===== src/rtl/hazard_detection.sv =====
// Stall/flush controller for the five-stage WISC pipeline: resolves load-use, register-branch
// and data-cache-miss hazards that forwarding cannot cover, and counts stalled cycles.
module hazard_detection (
    input  logic        clk,
    input  logic        rst,
    input  logic        ID_EX_MemRead,
    input  logic        ID_EX_RegWrite,
    input  logic [3:0]  ID_EX_RegRd,
    input  logic [3:0]  IF_ID_RegRs,
    input  logic [3:0]  IF_ID_RegRt,
    input  logic        IF_ID_UsesRt,
    input  logic        IF_ID_MemWrite,
    input  logic        ID_BR,
    input  logic        ID_branch_taken,
    input  logic        ic_miss,
    input  logic        dc_miss,
    output logic        PC_write,
    output logic        IF_ID_write,
    output logic        IF_ID_flush,
    output logic        ID_EX_flush,
    output logic        pipe_freeze,
    output logic [15:0] stall_cycles
);

    typedef enum logic [1:0] {StRun, StBrWait, StDmiss} state_t;

    state_t      state_q, state_d, eff_state;
    logic        br_cnt_q, br_cnt_d;
    logic [15:0] stall_q;
    logic        rd_nz, rs_match, rt_match;
    logic        load_use, br_hazard;

    assign rd_nz     = (ID_EX_RegRd != 4'd0);
    assign rs_match  = (ID_EX_RegRd == IF_ID_RegRs);
    assign rt_match  = (ID_EX_RegRd == IF_ID_RegRt);

    // Store-data Rt is left to MEM-MEM forwarding, so it never causes a load-use stall.
    assign load_use  = ID_EX_MemRead & rd_nz &
                       (rs_match | (rt_match & IF_ID_UsesRt & ~IF_ID_MemWrite));
    assign br_hazard = ID_BR & ID_EX_RegWrite & rd_nz & rs_match;

    // Leaving DMISS behaves like the state the miss interrupted, so no bubble is added.
    always_comb begin
        eff_state = state_q;
        if (state_q == StDmiss) begin
            eff_state = br_cnt_q ? StBrWait : StRun;
        end
    end

    always_comb begin
        state_d     = StRun;
        br_cnt_d    = br_cnt_q;
        PC_write    = 1'b1;
        IF_ID_write = 1'b1;
        IF_ID_flush = 1'b0;
        ID_EX_flush = 1'b0;
        pipe_freeze = 1'b0;

        if (rst) begin
            PC_write    = 1'b0;
            IF_ID_write = 1'b0;
            IF_ID_flush = 1'b1;
            ID_EX_flush = 1'b1;
            br_cnt_d    = 1'b0;
        end else if (dc_miss) begin
            pipe_freeze = 1'b1;
            PC_write    = 1'b0;
            IF_ID_write = 1'b0;
            state_d     = StDmiss;
        end else if (eff_state == StBrWait) begin
            PC_write    = 1'b0;
            IF_ID_write = 1'b0;
            ID_EX_flush = 1'b1;
            br_cnt_d    = 1'b0;
        end else if (br_hazard) begin
            PC_write    = 1'b0;
            IF_ID_write = 1'b0;
            ID_EX_flush = 1'b1;
            if (ID_EX_MemRead) begin
                br_cnt_d = 1'b1;
                state_d  = StBrWait;
            end
        end else if (load_use) begin
            PC_write    = 1'b0;
            IF_ID_write = 1'b0;
            ID_EX_flush = 1'b1;
        end else if (ID_branch_taken) begin
            IF_ID_flush = 1'b1;
        end else if (ic_miss) begin
            PC_write    = 1'b0;
            IF_ID_flush = 1'b1;
        end
    end

    always_ff @(posedge clk or posedge rst) begin
        if (rst) begin
            state_q  <= StRun;
            br_cnt_q <= 1'b0;
            stall_q  <= 16'd0;
        end else begin
            state_q  <= state_d;
            br_cnt_q <= br_cnt_d;
            if (!PC_write && stall_q != 16'hFFFF) begin
                stall_q <= stall_q + 16'd1;
            end
        end
    end

    assign stall_cycles = stall_q;

endmodule


===== config.mk =====
export PLATFORM = sky130hd
export DESIGN_NAME = hazard_detection
export DESIGN_NICKNAME = d
export VERILOG_FILES = /design/src/rtl/hazard_detection.sv
export SDC_FILE = /design/constraint.sdc
export NUM_CORES = 1
export LEC_CHECK = 0
export ABC_AREA = 1
export CORE_MARGIN = 10
export CORE_UTILIZATION = 32
export DETAILED_ROUTE_END_ITERATION = 10
export SLEW_MARGIN = 40
export SYNTH_ARGS = -nofsm -noshare
export SYNTH_HDL_FRONTEND = slang
export SYNTH_SLANG_ARGS = --single-unit
export TNS_END_PERCENT = 30

===== constraint.sdc =====
create_clock -name clk -period 2.4 [get_ports clk]
set_clock_uncertainty 0.1 [all_clocks]
set_input_delay 0.36 -clock clk [delete_from_list [all_inputs] [get_ports clk]]
set_output_delay 0.36 -clock clk [all_outputs]
set_load 0.05 [all_outputs]

==> summary.txt, run 1 <==
Outcome
  – Status: finished, final reports clean

Power and ir drop
  – Maximum VDD drop: 0.627 mV
  – P_leak: 0.00101 uW
  – Power, Total: 1210 uW
  – PwrDens: 601 nW/um^2

Yosys
  – Top cell type's share of synthesized area: 0.337
  – Register area share after synthesis: 0.337
  – Syn_nets: 229
  – Syn avg cell area: 6.86 sq um
  – Mapped Area: 1410 sq um
  – Post-synth cell types: 26
  – #FFs+latches synth: 19
  – Post-Syn Instances: 206
  – Top cells by area, synth: dfrtp_1 (34%), nand2_1 (19%), inv_1 (8.5%)
  – Synth Warn #: 0
  – Yosys top cell by area: dfrtp_1

Detailed routing
  – WL/cell: 12.0 microns
  – Pre-antenna DRT Iters: 4
  – Routed wire length: 3.67 mm
  – Iter 0 DRT Violations: 52
  – Vias per cell: 4.45
  – Final antenna-violating net count: 0
  – Via count: 1363
  – DRC violations left: 0

Floorplan
  – Core area: 4320 sq um
  – Die H: 86.4 microns
  – Num rows: 24
  – I/O pins: 43
  – Starting Density: 0.327
  – Chip width: 86.4 microns
  – Die ar.: 7470 sq um

STA
  – Rel. slew slack: 0.659
  – Pins over their slew limit: 0
  – RSZ-0062 raised after global routing: no
  – Final WS setup: 0.153 ns
  – Final period util: 0.936
  – Final min period: 2.25 ns
  – Fmax: 0.445 GHz
  – Final hold vios: 0
  – Setup violators final: 0
  – Sum of negative setup slack: 0 ns
  – Slew @ Worst Pin: 0.510 ns

Worst hold path
  – Min-Delay Endpoint: br_cnt_q$_DFFE_PP0P_
  – Tightest Hold Check Type: reg2reg
  – Hold Crit Start: br_cnt_q$_DFFE_PP0P_
  – Worst hold stages: 1

Finish
  – Layout cells sized above 1: 0.150
  – Area growth syn-to-layout: 42.1%
  – Most common cell after layout, fill and taps aside: nand2_1
  – Fin util: 0.464
  – Final Instance Area: 2010 sq um
  – Ant. Diodes: 0
  – Nets: 278
  – Most frequent cells in the layout: nand2_1 (72), clkdlybuf4s50_1 (33), inv_1 (32)

GRT
  – Vias in the first global route: 1386
  – First-pass GRT wire length: 6.35 mm
  – Largest net degree at the start of global routing: 17
  – Gr ovfl total: 0
  – Initial antenna violation count: 0
  – Global Route Usage Sum: 0.103

Flow run
  – Max-cap check violation count: 0

Worst setup path
  – Worst-path fanout max: 3
  – FF-to-FF setup slack: 0.45 ns
  – Crit. End Element: primary output
  – Setup CP Type: in2out
  – Worst R2R End: stall_cycles[14]$_DFFE_PP0P_
  – FF-to-FF path depth: 11
  – R2R Path Start: stall_cycles[0]$_DFFE_PP0P_
  – Critical Path RT: 1.94 ns
  – WP data arrival: 1.79 ns
  – Critical path launch point type: primary input

Place
  – Detailed-placement wirelength estimate: 2.96 mm
  – Final GP Congestion: 0.841
  – Dpl ws: 0.0135 ns
  – Post-DP Area: 1940 sq um
  – PortBufs: 42

Clocking
  – H-tree lvl count: 1
  – TritonCTS Buffers: 3
  – Reg clk slew, reported paths: 0.07 ns
  – Clk sinks: 19
  – Clk Latency, worst-skew pair: 0.26 ns
  – Max clock buf depth: 2
  – CTS root buffer: clkbuf_8
  – CTS tree: built
-- critical path, stage by stage --
cell and delay [ns]:
clkdlybuf4s50_1 0.48, inv_1 0.05, nand2_1 0.06, nand2_1 0.06
nor2_2 0.14, nand2_1 0.06, nand2_1 0.11, a21oi_4 0.08
o21ai_0 0.16, buf_4 0.22
-- cell type report --
type                       instances  area [sq um]
sequential                        19           475
timing repair buffer              46           498
inverter                          35           131
fill                             447          2320
clock buffer                       4          45.0
multi-input combinational        150           792
tap                               52          65.1
-- routing by layer --
metal,share of wire,up-vias,GRT usage
met5,0,-,0
met3,0.066,7,0.0310
met1,0.45,600,0.120
met4,0.022,0,0.0457
li1,-,731,-
met2,0.46,25,0.170
-- Yosys cell counts (all sizes together) --
master,number
nand2,75
inv,35
nor2,24
nand3,23
dfrtp,19
nor3,6
xor2,5
a21oi,4
a21o,2
buf,2
nand4,2
nor4,2
o21ai,2
xnor2,2
ha,1
nor3b,1
o22ai,1
-- power by group --
part           switching [uW]  internal [uW]
sequential               62.3            367
clock                     112            118
combinational             343            204
-- per-stage QoR --
step | hold slack (ns) | std cells
final | 0.393 | 306
after global routing | 0.409 | 306
after CTS | 0.397 | 306
after detailed placement | 0.378 | 302
after global placement | 0.368 | 302
after floorplan | 0.263 | 206
-- state kept, by name (all words and copies together), names as in the netlist --
register and flops:
state_q 2, br_cnt_q 1, stall_cycles 16
-- what timing repair did --
item                       CTS  global route
hold buffers                 0             0
setup endpoints to repair    0             4
gates resized for setup      0             7
buffers inserted             0             0
-- cell families (layout without fill, tap and decap cells) --
family	Yosys count	after routing	synth area share
buffers and inverters	37	85	0.109
AO/OA/AOI/OAI	9	9	0.0443
adder cells (fa/ha/maj)	1	1	0.00886
XOR/XNOR	7	7	0.0434
AND/OR/NAND/NOR	133	133	0.458
flip-flops	19	19	0.337
-- worst max path at each step --
stage / start / to / slack (ns) / depth (start not counted)
5_1_grt: IF_ID_RegRt[0] / IF_ID_flush / 0.04 / 10
3_5_place_dp: ID_EX_RegRd[2] / IF_ID_flush / 0.01 / 10
3_3_place_gp: ID_EX_RegRd[0] / IF_ID_flush / 0.04 / 11
4_1_cts: ID_EX_RegRd[2] / IF_ID_flush / 0.01 / 10
6_report: IF_ID_RegRs[2] / ID_EX_flush / 0.15 / 10
2_1_floorplan: ID_EX_RegRd[1] / ID_EX_flush / 0.01 / 8
(Power assumes the default switching activity.)
==> run 2: changes to the inputs <==
--- a/config.mk
+++ b/config.mk
@@ -9,6 +9,7 @@
 export CORE_MARGIN = 10
 export CORE_UTILIZATION = 32
 export DETAILED_ROUTE_END_ITERATION = 10
+export SKIP_LAST_GASP = 1
 export SLEW_MARGIN = 40
 export SYNTH_ARGS = -nofsm -noshare
 export SYNTH_HDL_FRONTEND = slang
==> results of run 2 <==
No change in the layout: final DEF, timing and power equal those of run 1.
==> run 3: changes to the inputs <==
--- a/config.mk
+++ b/config.mk
@@ -9,6 +9,7 @@
 export CORE_MARGIN = 10
 export CORE_UTILIZATION = 32
 export DETAILED_ROUTE_END_ITERATION = 10
+export PLACE_DENSITY_LB_ADDON = 0.15
 export SKIP_LAST_GASP = 1
 export SLEW_MARGIN = 40
 export SYNTH_ARGS = -nofsm -noshare
==> summary.txt, run 3 (synthesis results as in run 1) <==
Outcome
  – Status: finished, final reports clean

GRT
  – Largest net degree at the start of global routing: 20 (+3)
  – Global Route Usage Sum: 0.0966 (-0.00652)
  – Gr ovfl total: 0 (unchanged)
  – Initial antenna violation count: 0 (unchanged)
  – First-pass GRT wire length: 6.11 mm (-3.8%)
  – Vias in the first global route: 1347 (-2.8%)

Floorplan
  – Num rows: 24 (unchanged)
  – I/O pins: 43 (unchanged)
  – Chip width: 86.4 microns (unchanged)
  – Starting Density: 0.327 (unchanged)
  – Die ar.: 7470 sq um (unchanged)
  – Core area: 4320 sq um (unchanged)
  – Die H: 86.4 microns (unchanged)

Clocking
  – TritonCTS Buffers: 3 (unchanged)
  – CTS tree: built
  – Buffer count from post-CTS setup fixing: 0 (unchanged)
  – Post-CTS sizing: 0 (unchanged)
  – H-tree lvl count: 1 (unchanged)
  – Hold_buf cts: 0 (unchanged)
  – CTS root buffer: clkbuf_8
  – Reg clk slew, reported paths: 0.08 ns (about the same)
  – Clk Latency, worst-skew pair: 0.26 ns (about the same)
  – Clk sinks: 19 (unchanged)
  – Max clock buf depth: 2 (unchanged)

STA
  – Final hold vios: 0 (unchanged)
  – Rel. slew slack: 0.654 (-0.00484)
  – Setup violators final: 0 (unchanged)
  – Sum of negative setup slack: 0 ns (unchanged)
  – Final min period: 2.29 ns (+0.0413 ns)
  – Final period util: 0.953 (+0.0172)
  – Fmax: 0.437 GHz (-1.8%)
  – Pins over their slew limit: 0 (unchanged)
  – RSZ-0062 raised after global routing: yes
  – Slew @ Worst Pin: 0.518 ns (+0.00724 ns)

Finish
  – Ant. Diodes: 0 (unchanged)
  – Max FFs per register: 16 (unchanged)
  – Most common cell after layout, fill and taps aside: nand2_1
  – Most frequent cells in the layout: nand2_1 (72), clkdlybuf4s50_1 (34), inv_1 (32)
  – Layout cells sized above 1: 0.156 (+0.00664)
  – Area growth syn-to-layout: 43.8%
  – Nets: 280 (+0.72%)
  – Fin util: 0.470 (+0.00550)

Power and ir drop
  – Maximum VDD drop: 0.571 mV (-8.9%)
  – P_leak: 0.00101 uW (+0.68%)
  – Power, Total: 1210 uW (about the same)
  – PwrDens: 594 nW/um^2 (-1.3%)

Worst setup path
  – Crit. End Element: primary output
  – FF-to-FF path depth: 11 (unchanged)
  – Setup CP Type: in2out
  – FF-to-FF setup slack: 0.47 ns (+0.02 ns)
  – Crit path capture: ID_EX_flush
  – Worst R2R End: stall_cycles[14]$_DFFE_PP0P_
  – Crit path launch: ID_EX_RegRd[3]
  – Worst-path fanout max: 4 (+1)
  – WP data arrival: 1.83 ns (+0.04 ns)
  – Critical path launch point type: primary input
  – Critical Path RT: 1.94 ns (about the same)
  – R2R Path Start: stall_cycles[0]$_DFFE_PP0P_

Detailed routing
  – Routed wire length: 3.39 mm (-7.7%)
  – Final antenna-violating net count: 0 (unchanged)
  – Iter 0 DRT Violations: 58 (+12%)
  – WL/cell: 11.0 microns (-8.3%)
  – DRC violations left: 0 (unchanged)
  – Vias per cell: 4.36 (-2.0%)
  – Via count: 1344 (-1.4%)
  – Pre-antenna DRT Iters: 4 (unchanged)

Place
  – Final GP Congestion: 0.786 (-6.6%)
  – PortBufs: 42 (unchanged)
  – Detailed-placement wirelength estimate: 2.77 mm (-6.3%)

Worst hold path
  – Tightest Hold Check Type: reg2reg

Flow run
  – Max-cap check violation count: 0 (unchanged)
==> run 3: cell count changes in the layout (fill, tap and decap cells not counted), sizes merged <==
| cell | previous run | this run |
|---|---|---|
| buf | 9 | 11 |
| clkbuf | 4 | 3 |
| clkdlybuf4s50 | 33 | 34 |
| clkinv | 0 | 1 |
| dlymetal6s2s | 4 | 3 |
==> run 3: worst min path at each step <==
stage | cells past startpoint | endpoint | from | slack, ns
floorplan | 1 | br_cnt_q$_DFFE_PP0P_ | rst | 0.26
global placement | 1 | br_cnt_q$_DFFE_PP0P_ | br_cnt_q$_DFFE_PP0P_ | 0.37
detailed placement | 1 | br_cnt_q$_DFFE_PP0P_ | br_cnt_q$_DFFE_PP0P_ | 0.37
CTS | 1 | br_cnt_q$_DFFE_PP0P_ | br_cnt_q$_DFFE_PP0P_ | 0.39
global route | 1 | br_cnt_q$_DFFE_PP0P_ | br_cnt_q$_DFFE_PP0P_ | 0.41
finish | 1 | br_cnt_q$_DFFE_PP0P_ | br_cnt_q$_DFFE_PP0P_ | 0.38
==> run 3: critical path, cell delays in order <==
cell and delay [ns]:
clkdlybuf4s50_1 0.53, inv_1 0.05, nand2_1 0.05, nand2_1 0.05, nor2_2 0.12, nand2_1 0.06, nand2_1 0.10, a21oi_4 0.07
o21ai_0 0.16, buf_4 0.14, buf_12 0.12
==> run 3: layout make-up <==
cell class | instances | area, sq um
clock buffers | 3 | 41.3
clock inverters | 1 | 5.00
fillers | 450 | 2290
inverters | 35 | 131
multi-input cells | 150 | 790
flip-flops and latches | 19 | 475
well taps | 52 | 65.1
repair buffers | 48 | 523
==> run 3: per-stage QoR <==
| stage | hold slack, ns | instance area [sq um] | instances | setup WS, ns |
|---|---|---|---|---|
| after floorplan | 0.263 | 1410 | 206 | 0.0112 |
| after global placement | 0.371 | 1970 | 304 | 0.0435 |
| after detailed placement | 0.374 | 1970 | 304 | 0.0339 |
| after CTS | 0.393 | 2020 | 308 | 0.0291 |
| after global routing | 0.411 | 2030 | 308 | -0.0132 |
| final | 0.384 | 2030 | 308 | 0.112 |
==> run 3: metal layers <==
layer / vias up / global-route usage / part of all wire
met3: 4 / 0.0413 / 0.081
met5: - / 0 / 0
li1: 734 / - / -
met1: 578 / 0.113 / 0.46
met4: 0 / 0.0177 / 0.0071
met2: 28 / 0.162 / 0.45
==> run 3: power by group <==
| group | internal, uW | switching (uW) | leakage, uW |
|---|---|---|---|
| Clock | 116 | 113 | 0.0000255 |
| Combinational | 209 | 339 | 0.000732 |
| Sequential | 367 | 62.2 | 0.000255 |
| Total | 692 | 514 | 0.00101 |
